### src/rtl/hzd_pkg.sv
// Shared definitions for the hazard scoreboard: pipeline stage encoding,
// default Tnew/Tuse values per instruction class and the saturating
// decrement used to age result-ready counts.
package hzd_pkg;

  // Forward-select / stage encoding (0 = register file, k = stage k)
  localparam logic [1:0] STG_RF = 2'd0;
  localparam logic [1:0] STG_E  = 2'd1;
  localparam logic [1:0] STG_M  = 2'd2;
  localparam logic [1:0] STG_W  = 2'd3;

  // Default Tnew (cycles from decode until the result exists)
  localparam logic [1:0] TNEW_ALU  = 2'd2;
  localparam logic [1:0] TNEW_LOAD = 2'd3;

  // Default Tuse (cycles from decode until the operand is consumed)
  localparam logic [1:0] TUSE_BRANCH = 2'd0;
  localparam logic [1:0] TUSE_ALU    = 2'd1;
  localparam logic [1:0] TUSE_STORE  = 2'd2;

  // Working width of sat_dec; callers size-cast their narrower counts
  localparam int SAT_W = 8;

  // Decrement that sticks at zero
  function automatic logic [SAT_W-1:0] sat_dec(input logic [SAT_W-1:0] v);
    logic [SAT_W-1:0] r;
    if (v == 8'd0) begin
      r = 8'd0;
    end else begin
      r = v - 8'd1;
    end
    return r;
  endfunction

endpackage

### src/rtl/hzd_entry.sv
// One scoreboard entry: tracks the youngest in-flight producer of a single
// architectural register (valid, cycles until its result exists, and the
// pipeline stage it currently occupies).
// Optional macro HZD_FWD_EN: when undefined the tnew count is not stored.
module hzd_entry
  import hzd_pkg::*;
#(
  parameter int TW    = 2,
  parameter int DEPTH = 3,
  parameter int SW    = 2
) (
  input  logic          clk,
  input  logic          reset,
  input  logic          flush,
  input  logic          load,
  input  logic [TW-1:0] load_tnew,
  output logic          valid,
  output logic [TW-1:0] tnew,
  output logic [SW-1:0] age
);

  logic          valid_r;
  logic [SW-1:0] age_r;

  // Presence and stage tracking; the producer drops out after leaving W
  always_ff @(posedge clk) begin
    if (reset || flush) begin
      valid_r <= 1'b0;
      age_r   <= '0;
    end else if (load) begin
      valid_r <= 1'b1;
      age_r   <= SW'(1);
    end else if (valid_r && (age_r == SW'(DEPTH))) begin
      valid_r <= 1'b0;
      age_r   <= '0;
    end else if (valid_r) begin
      valid_r <= 1'b1;
      age_r   <= age_r + SW'(1);
    end else begin
      valid_r <= valid_r;
      age_r   <= age_r;
    end
  end

`ifdef HZD_FWD_EN
  logic [TW-1:0] tnew_r;

  // Result-ready countdown; the stored value is already one cycle past decode
  always_ff @(posedge clk) begin
    if (reset || flush) begin
      tnew_r <= '0;
    end else if (load) begin
      tnew_r <= TW'(sat_dec(SAT_W'(load_tnew)));
    end else if (valid_r) begin
      tnew_r <= TW'(sat_dec(SAT_W'(tnew_r)));
    end else begin
      tnew_r <= tnew_r;
    end
  end

  assign tnew = tnew_r;
`else
  logic unused_tnew_s;
  assign unused_tnew_s = ^load_tnew;
  assign tnew          = '0;
`endif

  assign valid = valid_r;
  assign age   = age_r;

endmodule

### src/rtl/hazard_scoreboard.sv
// Decode-stage hazard scoreboard: one entry per architectural register
// records the youngest in-flight producer; sources of the decode
// instruction are checked against it to produce a stall and forward selects.
// Optional macro HZD_FWD_EN: enables Tnew/Tuse-based stalling and forwarding;
// without it any in-flight producer of a source stalls decode.
module hazard_scoreboard
  import hzd_pkg::*;
#(
  parameter int NREG  = 32,
  parameter int AW    = 5,
  parameter int DEPTH = 3,
  parameter int TW    = 2,
  parameter int NSRC  = 2
) (
  input  logic                                 clk,
  input  logic                                 reset,
  input  logic                                 issue_valid,
  input  logic [AW-1:0]                        issue_dst,
  input  logic [TW-1:0]                        issue_tnew,
  input  logic                                 flush,
  input  logic [NSRC*AW-1:0]                   src_addr,
  input  logic [NSRC*TW-1:0]                   src_tuse,
  output logic                                 stall,
  output logic [NSRC*$clog2(DEPTH+1)-1:0]      fwd_sel
);

  localparam int SW = $clog2(DEPTH+1);

  logic [NREG-1:0]         ent_valid_s;
  logic [NREG-1:0][TW-1:0] ent_tnew_s;
  logic [NREG-1:0][SW-1:0] ent_age_s;
  logic                    issue_s;
  logic                    stall_s;
  logic [NSRC*SW-1:0]      fwd_s;

  // Register 0 is hardwired zero and never has a producer
  assign ent_valid_s[0] = 1'b0;
  assign ent_tnew_s[0]  = '0;
  assign ent_age_s[0]   = '0;

  // A stalled decode instruction does not issue; flush discards it too
  assign issue_s = issue_valid && !stall_s && !flush && (issue_dst != '0);

  for (genvar r = 1; r < NREG; r++) begin : g_ent
    hzd_entry #(
      .TW    (TW),
      .DEPTH (DEPTH),
      .SW    (SW)
    ) u_ent (
      .clk       (clk),
      .reset     (reset),
      .flush     (flush),
      .load      (issue_s && (issue_dst == AW'(r))),
      .load_tnew (issue_tnew),
      .valid     (ent_valid_s[r]),
      .tnew      (ent_tnew_s[r]),
      .age       (ent_age_s[r])
    );
  end

  // Per-source hazard and forward-stage lookup against pre-issue state
  always_comb begin
    logic [AW-1:0] src_a_s;
    logic [TW-1:0] src_u_s;
    stall_s = 1'b0;
    fwd_s   = '0;
    src_a_s = '0;
    src_u_s = '0;
    for (int i = 0; i < NSRC; i++) begin
      src_a_s = src_addr[i*AW +: AW];
      src_u_s = src_tuse[i*TW +: TW];
      if ((src_a_s != '0) && ent_valid_s[src_a_s]) begin
`ifdef HZD_FWD_EN
        if (ent_tnew_s[src_a_s] > src_u_s) begin
          stall_s = 1'b1;
        end else begin
          stall_s = stall_s;
        end
        if (ent_tnew_s[src_a_s] == '0) begin
          fwd_s[i*SW +: SW] = ent_age_s[src_a_s];
        end else begin
          fwd_s[i*SW +: SW] = SW'(STG_RF);
        end
`else
        stall_s = 1'b1;
`endif
      end else begin
        fwd_s[i*SW +: SW] = SW'(STG_RF);
      end
    end
  end

`ifndef HZD_FWD_EN
  logic unused_s;
  assign unused_s = ^{src_tuse, ent_tnew_s};
`endif

  // Outputs are forced quiet while reset is held
  assign stall   = reset ? 1'b0 : stall_s;
  assign fwd_sel = reset ? '0 : fwd_s;

endmodule

### config.mk
export PLATFORM = sky130hd
export DESIGN_NAME = hazard_scoreboard
export DESIGN_NICKNAME = d
export VERILOG_FILES = /design/src/rtl/hzd_pkg.sv /design/src/rtl/hzd_entry.sv /design/src/rtl/hazard_scoreboard.sv
export SDC_FILE = /design/constraint.sdc
export NUM_CORES = 1
export LEC_CHECK = 0
export ABC_AREA = 1
export CAP_MARGIN = 20
export CORE_UTILIZATION = 60
export CTS_CLUSTER_DIAMETER = 100
export DETAILED_ROUTE_END_ITERATION = 12
export GPL_TIMING_DRIVEN = 1
export PLACE_DENSITY = 0.81
export REMOVE_ABC_BUFFERS = 1
export SYNTH_ARGS = -nofsm -noshare
export SYNTH_HDL_FRONTEND = slang
export SYNTH_SLANG_ARGS = --single-unit
export TNS_END_PERCENT = 10
### constraint.sdc
create_clock -name clk -period 2.4 [get_ports clk]
set_clock_uncertainty 0.2 [all_clocks]
set_input_delay 0.24 -clock clk [delete_from_list [all_inputs] [get_ports clk]]
set_output_delay 0.24 -clock clk [all_outputs]
set_load 0.05 [all_outputs]
Word-level counts from Yosys, hierarchy flattened
Index checks and enable logic that the tools add are counted.
- output and inout bits: 5
- logic and storage cells: 516
- flip-flop bits (word level): 93
- input port bits: 25
- multiplexer cells: 193
- reduce and logical (&&, ||, !) cells: 135
- order comparisons: 2
- $add $sub $neg: 31
- equal/unequal tests: 62
- operator list (operator ; count):
    2-to-1 mux 1 bit ; 191
    nonzero test 3 bit ; 31
    OR reduction 3 bit ; 31
    == test 5 bit, second input constant ; 16
    logical AND 1 bit ; 67
    adder 2 x 1 -> 2 bit, second input constant ; 31
    == test 2 bit, second input constant ; 31
    == test 5 x 4 -> 1 bit, second input constant ; 8
    == test 5 x 3 -> 1 bit, second input constant ; 4
    nonzero test 5 bit ; 3
    less-than comparator 5 x 6 -> 1 bit, second input constant ; 2
    binary-select mux 1 bit (select 5 bit) ; 2
    == test 5 x 2 -> 1 bit, second input constant ; 2
    == test 5 x 1 -> 1 bit, second input constant ; 1
    logical NOT 1 bit ; 2
    logical OR 1 bit ; 1

Logic depth before layout (Yosys ltp)
Gate-level depths: netlist of run 1.
- depth after elaboration: 11
- depth in mapped cells: 16
- mapped depth without buffers: 15

Cells and area by module
Synthesis of run 1 repeated with hierarchy kept, for this count alone.
- cell total of the unflattened synthesis: 990
- area, all modules: 6253.5 um2
- by module, submodules not included (module ; area an instance (um2) ; cells each ; times used):
    hzd_entry ; 160.2 ; 23 ; 31
    hazard_scoreboard ; 1288.7 ; 277 ; 1

Worst setup path after synthesis of run 1
OpenSTA, ideal clock, no wires.
- kind: in2out
- from: input src_addr[0]
- to: output stall
- buffers on the path: 3
- required time: 1.960 ns
- stages on the path: 13
- arrival: 1.862 ns
- slack: 0.098 ns
- cell sequence: buf_6 > inv_6 > buf_8 > nand2_1 > nand3_1 > nand2_1 > nand2_1 > nand3_1 > nand3_1 > nand2_4 > nor2_8 > buf_12 > nor2_1
- cells in the longest elaborated chain, start to end: 6
- elaborated cells on any way between the ends: 7
- those cells by class: mux (5); reduce/logical (2)
- RTL lines (what ; RTL line ; text):
    from (decl) ; hazard_scoreboard.sv:21 ; input logic [NSRC*AW-1:0] src_addr,
    binary-select mux 1 bit (select 5 bit) ; hazard_scoreboard.sv:72 ; if ((src_a_s != '0) && ent_valid_s[src_a_s]) begin
    2-to-1 mux 1 bit (implied by the code) ; hazard_scoreboard.sv:72 ;
    logical AND 1 bit (*) ; hazard_scoreboard.sv:72 ;
    2-to-1 mux 1 bit (*) (2 in a row) ; hazard_scoreboard.sv:72 ;
    2-to-1 mux 1 bit (*) ; hazard_scoreboard.sv:99 ; assign stall = reset ? 1'b0 : stall_s;
    to (decl) ; hazard_scoreboard.sv:23 ; output logic stall,
Mark *: on every way between the ends. The rest lies on a longest branch, timed or not. The select of a mux whose other input is x is not followed.

Worst setup path in the final report of run 1
- from: input src_addr[3]
- to: output stall
The elaborated chain is that of the path after synthesis.

==> results of run 1 <==
==> worst min-delay path, delay by kind of cell (launching register included) <==
| family | cells | cell delay [ps] |
|---|---|---|
| compound gates | 1 | 70 |
| buf+inv | 1 | 30 |
| flops | 1 | 320 |
| simple gates | 2 | 130 |
==> state kept, by name, summed over array words and instances, names as in the netlist <==
register / flops
g_ent.u_ent.valid: 31
g_ent.u_ent.age: 62
==> area by class of cell <==
| cell class | instances | area (sq um) |
|---|---|---|
| clock buffer | 10 | 138 |
| multi-input combinational | 506 | 3210 |
| timing repair buffer | 48 | 505 |
| tap | 129 | 161 |
| inverter | 114 | 438 |
| sequential | 93 | 1860 |
| clock inverter | 6 | 91.3 |
| fill | 757 | 2830 |
==> metal layers <==
metal,part of all wire,vias to the layer above
met5,0,-
met1,0.41,2307
met3,0.047,37
li1,-,2432
met4,0.029,0
met2,0.51,142
==> stage by stage <==
step / setup TNS (ps) / hold WS, ps
floorplan: -26730 / 271
global placement: -5370 / 351
detailed placement: -8330 / 371
CTS: 0 / 393
global route: 0 / 426
finish: 0 / 389
==> what timing repair did <==
action,CTS,global route
pin swaps,1,0
gates resized for setup,2,15
buffers inserted,1,0
hold buffers,0,0
endpoints found under the setup margin,1,17
==> cell families (layout without fill, tap and decap cells) <==
family,after synthesis,count (layout),share of synthesized area
AOI/OAI and AO/OA,130,130,0.154
adders and majority gates,31,31,0.0678
buffers and inverters,142,178,0.118
DFF,93,93,0.325
other,1,4,0.000656
and+or+nand+nor,341,341,0.334
==> final timing paths <==
kind | start | end | cells after the start
worst min register to register | g_ent[1].u_ent.age[1] | g_ent[1].u_ent.age[1] | 4
worst min-delay path | g_ent[1].u_ent.age[1] | g_ent[1].u_ent.age[1] | 4
worst max-delay path | src_addr[3] | stall | 11
worst max register to register | g_ent[7].u_ent.valid | g_ent[4].u_ent.age[1] | 16
==> cells in the final DEF (no fill, tap or decap), types with 3 or more instances in the layout <==
cell type        synthesis  layout
nand2_1                129     128
inv_1                  111     108
dfxtp_1                 93      93
nand3_1                 70      70
nor2_1                  63      59
a21oi_2                 59      59
a21oi_1                 36      36
or2_2                   31      31
o21ai_0                 31      31
ha_1                    31      31
nand3_4                 29      29
buf_4                    4      20
clkdlybuf4s50_1          0      14
nor3_1                  10      10
clkbuf_8                 1      10
buf_12                   3       6
inv_2                    2       4
nand2_2                  3       4
nor2_2                   1       4
conb_1                   1       4
dlymetal6s2s_1           0       4
buf_6                    7       4
o211ai_1                 3       3
==> where the power goes <==
part	internal [W]	switching, W	leakage (nW)
logic	0.000158	0.000289	1.92
clock network	0.000623	0.000598	0.117
registers	0.00154	0.00000151	0.749
==> impl_metrics.tcl, run 1 <==
set metrics [dict create \
    grt_first_pass_wirelength_microns 21700 \
    min_period_ps 2280 \
    hpwl_microns 9930 \
    ant_nets 0 \
    crit_family "simple AND/OR/NAND/NOR gates" \
    finalWirelength_microns 13100 \
    total_power_w 0.00321 \
    wire_per_inst_microns 14.4 \
    ys_types 28 \
    yosysTopAreaCell "dfxtp_1" \
    die_y_microns 99.6 \
    synth_top_area_frac 0.325 \
    core_area_sq_um 9240 \
    p_per_area_nw_per_um2 502 \
    cpMaxStageDelayCell "clkdlybuf4s50_1" \
    hold_class "reg2reg" \
    syn_area_sq_um 5720 \
    cp_cell_sequence "clkdlybuf4s50_1 -> nor2_2 -> nand2_1 -> nand3_1 -> nand2_1 -> nand3_1 -> nand3_1 -> nand2_4 -> nor2_8 -> nor2_1 -> buf_6" \
    top_usage_layer "met2" \
    drt_pass1_iterations 5 \
    vias 4918 \
    cp_max_fo 4 \
    ys_async_sr_fraction 0 \
    fin_area_sq_um 6410 \
    maxCapViolCount 0 \
    worst_pin_slew_ps 508 \
    antenna_found_initial 0 \
    fp-row-count 35 \
    cts_buffer_depth 2 \
    viasPerCell 5.43 \
    r2r_slack_ps 190 \
    synthTopCellsByArea "dfxtp_1 33%, a21oi_2 9.0%, nand3_4 8.9%" \
    cts_max_level 3 \
    antenna_cells 0 \
    pin_count 30 \
    path_common_cell "nand3_1" \
    grt_util_met2 0.516 \
    cts_buffers 9 \
    crit_path_start_kind "input pin" \
    maxSlewViolCount 0 \
    grt_usage 0.280 \
    dp_cells 889 \
    cts_tree "done" \
    max_slew_margin 0.661 \
    setup_violations 0 \
    avgSynthCellArea_sq_um 7.75 \
    first_iter_violations 301 \
    rsz0062_at_grt "false" \
    die-area_sq_um 9930 \
    synthCells 738 \
    synth_most_common_cell "nand2_1" \
    fmax_mhz 439 \
    synth_edf_count 0 \
    crit_path_max_incr_delay_ps 520 \
    grt_pass1_vias 4810 \
    pre_cts_slack_ps -174 \
    layout.cells.non_filler 906 \
    clk_pin_slew_worst_paths_ps 90 \
    yosys_warnings 0 \
    status "finished clean" \
    place_area_sq_um 6130 \
    clock_latency_ps 380 \
    met1_usage 0.318 \
    crit_required_ps 1960 \
    grtUsageMet3 0.0478 \
    ys_ff_latch 93 \
    fin_ws_ps 122 \
    peakVddDrop_mv 0.421 \
    dieWidth_microns 99.6 \
    nNetsFinal 828 \
    worstSetupPathType "in2out" \
    area_delta_synth_final_pct 12.0 \
    final_layout_size_suffix_gt1_frac 0.238 \
    power.leakage_nw 2.78 \
    initial_core_util 0.619 \
    cp.buffers_inverters 2 \
    overflow 0 \
    synthFlopType "dfxtp_1" \
    routabilityCongestion 0.880 \
    final_hold_viol_count 0 \
    clkSinkCount 93 \
    fin_util 0.693 \
    cts-root-buf "clkbuf_8" \
    seq_area_frac_synth 0.325 \
    drc 0 \
    cp_data_arrival_time_ps 1840 \
    grt_max_degree 32 \
    crit_path_end_kind "output pin" \
    yosys-top-cells-count "129 x nand2_1, 111 x inv_1, 93 x dfxtp_1" \
    portBuffers 19 \
    fin_crit_sh 0.949 \
]
Note: power is estimated with default switching activity, not from simulation.
==> inputs of run 2 (changes only) <==
Settings changed: CORE_ASPECT_RATIO from default to 1.2.
==> impl_metrics.tcl, run 2 (synthesized netlist as in run 1, its figures left out) <==
set metrics [dict create \
    grt_max_degree 43 \
    min_from "g_ent[5].u_ent.age[1]" \
    maxSlewViolCount 0 \
    regArea_sq_um 1860 \
    total_power_w 0.00316 \
    core_area_sq_um 9130 \
    initial_core_util 0.627 \
    cp_max_fo 5 \
    ctsHoldBuffers 0 \
    multiInputGateArea_sq_um 3210 \
    grt_usage 0.267 \
    cts_buffer_depth 2 \
    ant_nets 0 \
    pwr-share-clk 0.375 \
    crit_path_start_kind "input pin" \
    antenna_cells 0 \
    wire_per_inst_microns 13.8 \
    crit_required_ps 1960 \
    hold_depth 4 \
    final_cell_mix "129 x nand2_1, 110 x inv_1, 93 x dfxtp_1" \
    hpwl_microns 9320 \
    drc 0 \
    r2r-end "g_ent[4].u_ent.age[1]" \
    layout_commonest_cell "nand2_1" \
    area_delta_synth_final_pct 10.6 \
    power.leakage_nw 2.75 \
    setup_violations 0 \
    n_fill_cell 751 \
    fin_crit_sh 0.958 \
    grt_pass1_vias 4668 \
    nNetsFinal 824 \
    maxCapViolCount 0 \
    fp-row-count 38 \
    pre_cts_slack_ps -99.3 \
    fin_util 0.693 \
    p_per_area_nw_per_um2 500 \
    clkSinkCount 93 \
    worst_pin_slew_ps 594 \
    layout.cells.non_filler 893 \
    min_to "g_ent[5].u_ent.age[1]" \
    fin_ws_ps 101 \
    power_frac_comb 0.136 \
    hold_class "reg2reg" \
    antenna_found_initial 0 \
    rr_worst_depth 16 \
    crit_path_end_kind "output pin" \
    die-area_sq_um 9930 \
    clock_latency_ps 380 \
    cts-root-buf "clkbuf_8" \
    grt_first_pass_wirelength_microns 20900 \
    p_sw_w 0.000859 \
    status "finished clean" \
    peakVddDrop_mv 0.296 \
    cts_tree "done" \
    clk_pin_slew_worst_paths_ps 90 \
    largest_reg_flops 62 \
    overflow 0 \
    viasPerCell 5.30 \
    final_layout_size_suffix_gt1_frac 0.232 \
    portBuffers 19 \
    max_slew_margin 0.604 \
    p_int_w 0.00230 \
    pwr-share-seq 0.488 \
    fin_tns_setup_ps 0 \
    drt_pass1_iterations 4 \
    worstSetupPathType "in2out" \
    cts_max_level 3 \
    min_period_ps 2300 \
    fmax_mhz 435 \
    timing.rr.start "g_ent[3].u_ent.valid" \
    first_iter_violations 290 \
    dp_cells 875 \
    finalWirelength_microns 12300 \
    die_y_microns 109 \
    dieWidth_microns 91.1 \
    cp_data_arrival_time_ps 1860 \
    routabilityCongestion 0.888 \
    pin_count 30 \
    cts_buffers 9 \
    final_hold_viol_count 0 \
    vias 4734 \
    r2r_slack_ps 330 \
    p_sw_frac 0.272 \
]
run 2: metrics by stage:
stage / hold slack [ps] / cell area [sq um]
2_1_floorplan: 271 / 5490
6_report: 388 / 6330
5_1_grt: 419 / 6330
3_3_place_gp: 352 / 6050
3_5_place_dp: 370 / 6050
4_1_cts: 389 / 6290
run 2: area by class of cell:
cell class	count	area share
clock inverters	6	0.0136
clock buffers	10	0.0217
repair buffers	44	0.0700
inverters	114	0.0688
multi-input cells	506	0.508
well taps	120	0.0237
flip-flops and latches	93	0.294
run 2: worst max-delay path, stage by stage:
cell and delay [ps]:
clkdlybuf4s50_1 550, nor2_2 230, nand2_1 70, nand3_1 80
nand2_1 60, nand3_1 90, nand3_2 90, nand2_4 110
nor2_8 40, nor2_1 90, buf_4 200
run 2: worst max path at each step:
| stage | slack (ps) | to | cells after the start | startpoint |
|---|---|---|---|---|
| after floorplan | -350 | g_ent[4].u_ent.age[1] | 7 | issue_dst[0] |
| after global placement | -100 | stall | 10 | src_addr[2] |
| after detailed placement | -100 | stall | 12 | src_addr[2] |
| after CTS | 10 | stall | 12 | src_addr[2] |
| after global routing | -1 | stall | 13 | g_ent[3].u_ent.valid |
| final | 100 | stall | 11 | src_addr[3] |
run 2: power by group through the flow:
stage / clock network (W) / logic [W] / registers [W]
floorplan: 0 / 0.000246 / 0.00158
global placement: 0 / 0.000410 / 0.00158
detailed placement: 0 / 0.000415 / 0.00158
CTS: 0.00120 / 0.000419 / 0.00155
global route: 0.00125 / 0.000461 / 0.00155
finish: 0.00119 / 0.000431 / 0.00155
run 2: layer usage:
layer / GRT usage / share of wire / wire length, microns / vias up
li1: - / - / - / 2425
met1: 0.307 / 0.43 / 5240 / 2184
met2: 0.484 / 0.50 / 6110 / 96
met3: 0.0516 / 0.039 / 477 / 29
met4: 0.117 / 0.037 / 453 / 0
met5: 0 / 0 / 0 / -
run 2: repair_timing:
action	CTS	global route
endpoints found under the setup margin	1	1
buffers inserted	0	2
hold endpoints to repair	0	0
pin swaps	0	1
gates resized for setup	4	8
==> inputs of run 3 (changes only) <==
Settings changed: CELL_PAD_IN_SITES_DETAIL_PLACEMENT from default to 0, CELL_PAD_IN_SITES_GLOBAL_PLACEMENT from default to 1, CORE_UTILIZATION 60 to 45.
==> impl_metrics.tcl, run 3 (synthesized netlist as in run 1, its figures left out) <==
set metrics [dict create \
    status "finished clean" \
    antenna_cells 0 \
    cp-startpoint "src_addr[1]" \
    fin_area_sq_um 6520 \
    fmax_mhz 441 \
    cpMaxStageDelayCell "clkdlybuf4s50_1" \
    pre_cts_slack_ps -184 \
    drt_pass1_iterations 4 \
    crit_path_end_kind "output pin" \
    initial_core_util 0.468 \
    cp.buffers_inverters 4 \
    fin_ws_ps 134 \
    clk_pin_slew_worst_paths_ps 70 \
    dp_cells 921 \
    die-area_sq_um 13200 \
    cts_max_level 3 \
    nNetsFinal 831 \
    drc 0 \
    largest_reg_flops 62 \
    p_per_area_nw_per_um2 513 \
    grt_first_pass_wirelength_microns 22200 \
    viasPerCell 5.06 \
    die_y_microns 126 \
    core_area_sq_um 12200 \
    cts-root-buf "clkbuf_16" \
    crit_path_start_kind "input pin" \
    cts_buffers 9 \
    hold_depth 2 \
    cp_data_arrival_time_ps 1830 \
    multiInputGateArea_sq_um 3220 \
    pin_count 30 \
    cp_max_fo 6 \
    final_cell_mix "129 x nand2_1, 110 x inv_1, 93 x dfxtp_1" \
    power.leakage_nw 2.80 \
    first_iter_violations 214 \
    cts_buffer_depth 2 \
    place_area_sq_um 6150 \
    final_layout_size_suffix_gt1_frac 0.238 \
    min_period_ps 2270 \
    layout.cells.non_filler 941 \
    crit_required_ps 1960 \
    fin_crit_sh 0.944 \
    total_power_w 0.00335 \
    path_common_cell "nand2_1" \
    overflow 0 \
    maxSlewViolCount 0 \
    crit_end "stall" \
    r2r-end "g_ent[5].u_ent.age[1]" \
    ant_nets 0 \
    final_hold_viol_count 0 \
    cp_cell_sequence "clkdlybuf4s50_1 -> inv_1 -> nand3_1 -> nand2_1 -> nand2_1 -> nand2_1 -> inv_1 -> nand2_1 -> nand2_1 -> nand2_4 -> nor2_8 -> nor2_1 -> buf_6" \
    clock_latency_ps 350 \
    portBuffers 19 \
    rr_worst_depth 16 \
    hpwl_microns 10200 \
    antenna_found_initial 0 \
    worst-path-stages 13 \
    dieWidth_microns 105 \
    worstSetupPathType "in2out" \
    crit_family "buffers and inverters" \
    r2r_slack_ps 240 \
    timing.rr.start "g_ent[7].u_ent.valid" \
    grt_usage 0.214 \
    peakVddDrop_mv 0.264 \
    rsz0062_at_grt "false" \
    hold_class "reg2reg" \
    maxCapViolCount 0 \
    setup_violations 0 \
    area_delta_synth_final_pct 13.9 \
    wire_per_inst_microns 13.9 \
    n_fill_cell 1185 \
    regArea_sq_um 1860 \
    layout_commonest_cell "nand2_1" \
    finalWirelength_microns 13100 \
    ctsHoldBuffers 0 \
    vias 4760 \
    routabilityCongestion 0.888 \
    grt_max_degree 35 \
    crit_path_max_incr_delay_ps 450 \
    clkSinkCount 93 \
    cts_tree "done" \
    fp-row-count 44 \
    grt_pass1_vias 4715 \
]
[run 3: per-stage QoR]
step | utilization | hold slack, ps | TNS, ps
final | 0.533 | 384 | 0
after global routing | 0.533 | 412 | 0
after CTS | 0.528 | 386 | 0
after detailed placement | 0.503 | 370 | -8420
after global placement | 0.503 | 354 | -4990
after floorplan | - | 271 | -26730
[run 3: repair_timing]
item,CTS,global route
gates cloned,0,1
setup endpoints to repair,1,29
buffers inserted,1,2
resized for setup,5,7
pin swaps,1,0
[run 3: routing by layer]
metal  track usage  vias to the layer above  wire, microns
met5             0                        -              0
met4         0.108                        0            414
met3        0.0349                       27            455
met2         0.384                       71           6700
met1         0.243                     2222           5540
li1              -                     2440              -
[run 3: power by group]
| part | total (W) | internal (W) | switching (W) |
|---|---|---|---|
| Combinational | 0.000439 | 0.000153 | 0.000286 |
| Clock | 0.00136 | 0.000738 | 0.000624 |
| Sequential | 0.00155 | 0.00154 | 0.00000144 |
| Total | 0.00335 | 0.00244 | 0.000911 |
[run 3: worst min path at each step]
| stage | start | endpoint |
|---|---|---|
| 6_report | g_ent[22].u_ent.age[0] | g_ent[22].u_ent.age[0] |
| 5_1_grt | g_ent[11].u_ent.age[0] | g_ent[11].u_ent.age[0] |
| 4_1_cts | g_ent[22].u_ent.age[0] | g_ent[22].u_ent.age[0] |
| 3_5_place_dp | g_ent[22].u_ent.age[0] | g_ent[22].u_ent.age[0] |
| 3_3_place_gp | g_ent[25].u_ent.age[0] | g_ent[25].u_ent.age[0] |
| 2_1_floorplan | issue_dst[4] | g_ent[1].u_ent.valid |
[run 3: final cells by class]
class,count,share of cell area
Clock buffer,10,0.0367
Clock inverter,6,0.00710
Multi-Input combinational cell,506,0.494
Inverter,114,0.0668
Timing Repair Buffer,51,0.0789
Tap cell,161,0.0309
Sequential cell,93,0.286
[run 3: tightest hold or removal path, delay by kind of cell, from the launching register on]
| family | cells | cell delay [ps] |
|---|---|---|
| AOI/OAI and AO/OA | 2 | 200 |
| DFF | 1 | 350 |
==> edit, RTL diff (config.mk and constraints of run 3) <==
The option `HZD_FWD_EN` is turned on by a define.
--- a/src/rtl/hzd_entry.sv
+++ b/src/rtl/hzd_entry.sv
@@ -2,6 +2,8 @@
 // architectural register (valid, cycles until its result exists, and the
 // pipeline stage it currently occupies).
 // Optional macro HZD_FWD_EN: when undefined the tnew count is not stored.
+`define HZD_FWD_EN
+
 module hzd_entry
   import hzd_pkg::*;
 #(
Formal check against the unedited RTL: not equivalent (a bounded check fails within 4 cycles, from zero or initial values).
==> edit against run 3 <==
Sequential cell count grew 62. Cell count increased by 140%. Total power grew 99%. Highest routed layer unchanged. The run now ends with setup timing left. Sequential share of layout area fell by 7.4 points. Largest cell class unchanged. Wire length rose to 3.4 times the old value. Clock power grew 99%. Worst setup slack worse by 910 ps. Synthesized cell count rose by 130%. Final area is 130% higher. Global-route usage up 15 points. Area after synthesis is 89% higher.
==> edit: results (changes against run 3) <==
Status: complete, but fails checks (was completed)
Failing checks: setup timing
Avg Vias per Cell: 5.78 (was 5.06)
Peak supply drop: 0.517 mV (was 0.264 mV)
Post-synth top cells: nand2_1, nand3_1, a21oi_1 (was nand2_1, inv_1, dfxtp_1)
Drt total wl: 44,500 um (was 13,100 um)
Setup WS post-layout: -772 ps (was 134 ps)
Unique masters post-synth: 38 (was 28)
Vias in the first global route: 12,100 (was 4,715)
Clk Latency, worst-skew pair: 450 ps (was 350 ps)
Final nets: 1,994 (was 831)
Layout cells sized above 1: 24.8% (was 23.8%)
Synth area leaders: dfxtp_1, nand2_1, nand3_1 (was dfxtp_1, a21oi_2, nand3_4)
Post-synthesis sequential area ratio: 28.8% (was 32.5%)
DRT iter0 DRCs: 1,168 (was 214)
Wire per inst: 19.7 um (was 13.9 um)
WP data arrival: 2730 ps (was 1830 ps)
Fill cells: 2,254 (was 1,185)
Num CTS Buffers: 17 (was 9)
Slowest CP cell: dfxtp_2 (was clkdlybuf4s50_1)
Static Leak: 6.09 nW (was 2.80 nW)
Reg-to-reg slack, setup: -730 ps (was 240 ps)
Syn avg cell area: 6.45 um^2 (was 7.75 um^2)
CP peak stage delay: 330 ps (was 450 ps)
Overall routing resource usage: 36.7% (was 21.4%)
Drt pass-1 iters: 8 (was 4)
Gp weighted congestion: 1.02 (was 0.888)
Delay-heaviest family, CP: compound AO/OA/AOI/OAI gates (was buffers and inverters)
Dpl cells: 2,212 (was 921)
Synth Area in Adders: 4.06% (was 6.78%)
Final Setup Violations: 160 (was 0)
CP max FO: 2 (was 6)
Pin count of the biggest net entering global routing: 95 (was 35)
First-pass GRT wire length: 67,500 um (was 22,200 um)
H-tree levels: 4 (was 3)
Port Buffers: 29 (was 19)
Dpl hpwl: 32,700 um (was 10,200 um)
edit: layout make-up:
type	count	area [um^2]	area share (%)
Inverter	137	519	3.53
Tap cell	315	394	2.68
Sequential cell	155	3110	21.2
Clock inverter	8	96.3	0.655
Multi-Input combinational cell	1292	7170	48.8
Clock buffer	21	460	3.13
Timing Repair Buffer	331	2950	20.1
edit: timing repair:
item | in CTS | in global routing
gates cloned | 2 | 1
gates resized for setup | 102 | 30
buffers inserted | 14 | 3
pin swaps | 27 | 29
endpoints found under the setup margin | 160 | 160
edit: worst min-delay path: stages, from the launching register on:
cell and delay, ps:
dfxtp_1 340, nand2_1 70, a21oi_1 50
edit: cell families (layout without fill, tap and decap cells):
| kind of cell | after synthesis | in the layout |
|---|---|---|
| simple gates | 839 | 839 |
| compound gates | 418 | 418 |
| buf+inv | 227 | 497 |
| flops | 155 | 155 |
| fa+ha+maj | 35 | 35 |
edit: power by group:
part           internal, mW  switching, mW  total, mW
clock                  1.56           1.15       2.71
sequential             2.58        0.00543       2.58
combinational         0.528          0.836       1.36
edit: stage by stage:
| stage | power, mW | setup WS, ps | area (um^2) | setup TNS [ps] | hold slack [ps] |
|---|---|---|---|---|---|
| after global routing | 6.86 | -877 | 14700 | -103770 | 315 |
| after detailed placement | 3.79 | -1340 | 13400 | -185560 | 291 |
| after floorplan | 3.12 | -1510 | 10300 | -167110 | 261 |
| final | 6.66 | -772 | 14700 | -85900 | 302 |
| after global placement | 3.79 | -1320 | 13400 | -179180 | 284 |
| after CTS | 6.61 | -767 | 14500 | -71630 | 300 |
edit: path summary, 6_finish.rpt:
check | start | endpoint | depth (start not counted)
max | g_ent[19].u_ent.tnew[1]$_SDFFE_PP0P_ | stall | 16
min | g_ent[15].u_ent.age[1]$_SDFFE_PP0P_ | g_ent[15].u_ent.age[1]$_SDFFE_PP0P_ | 2
max reg2reg | g_ent[19].u_ent.tnew[1]$_SDFFE_PP0P_ | g_ent[28].u_ent.tnew[0]$_SDFFE_PP0P_ | 21
min reg2reg | g_ent[15].u_ent.age[1]$_SDFFE_PP0P_ | g_ent[15].u_ent.age[1]$_SDFFE_PP0P_ | 2
edit: layer usage:
layer | global-route usage (%) | wire (um) | up-vias
li1 | - | - | 6282
met1 | 46.1 | 18600 | 6124
met2 | 60.9 | 21000 | 532
met3 | 5.04 | 2830 | 123
met4 | 18.7 | 2160 | 0
met5 | 0 | 0 | -
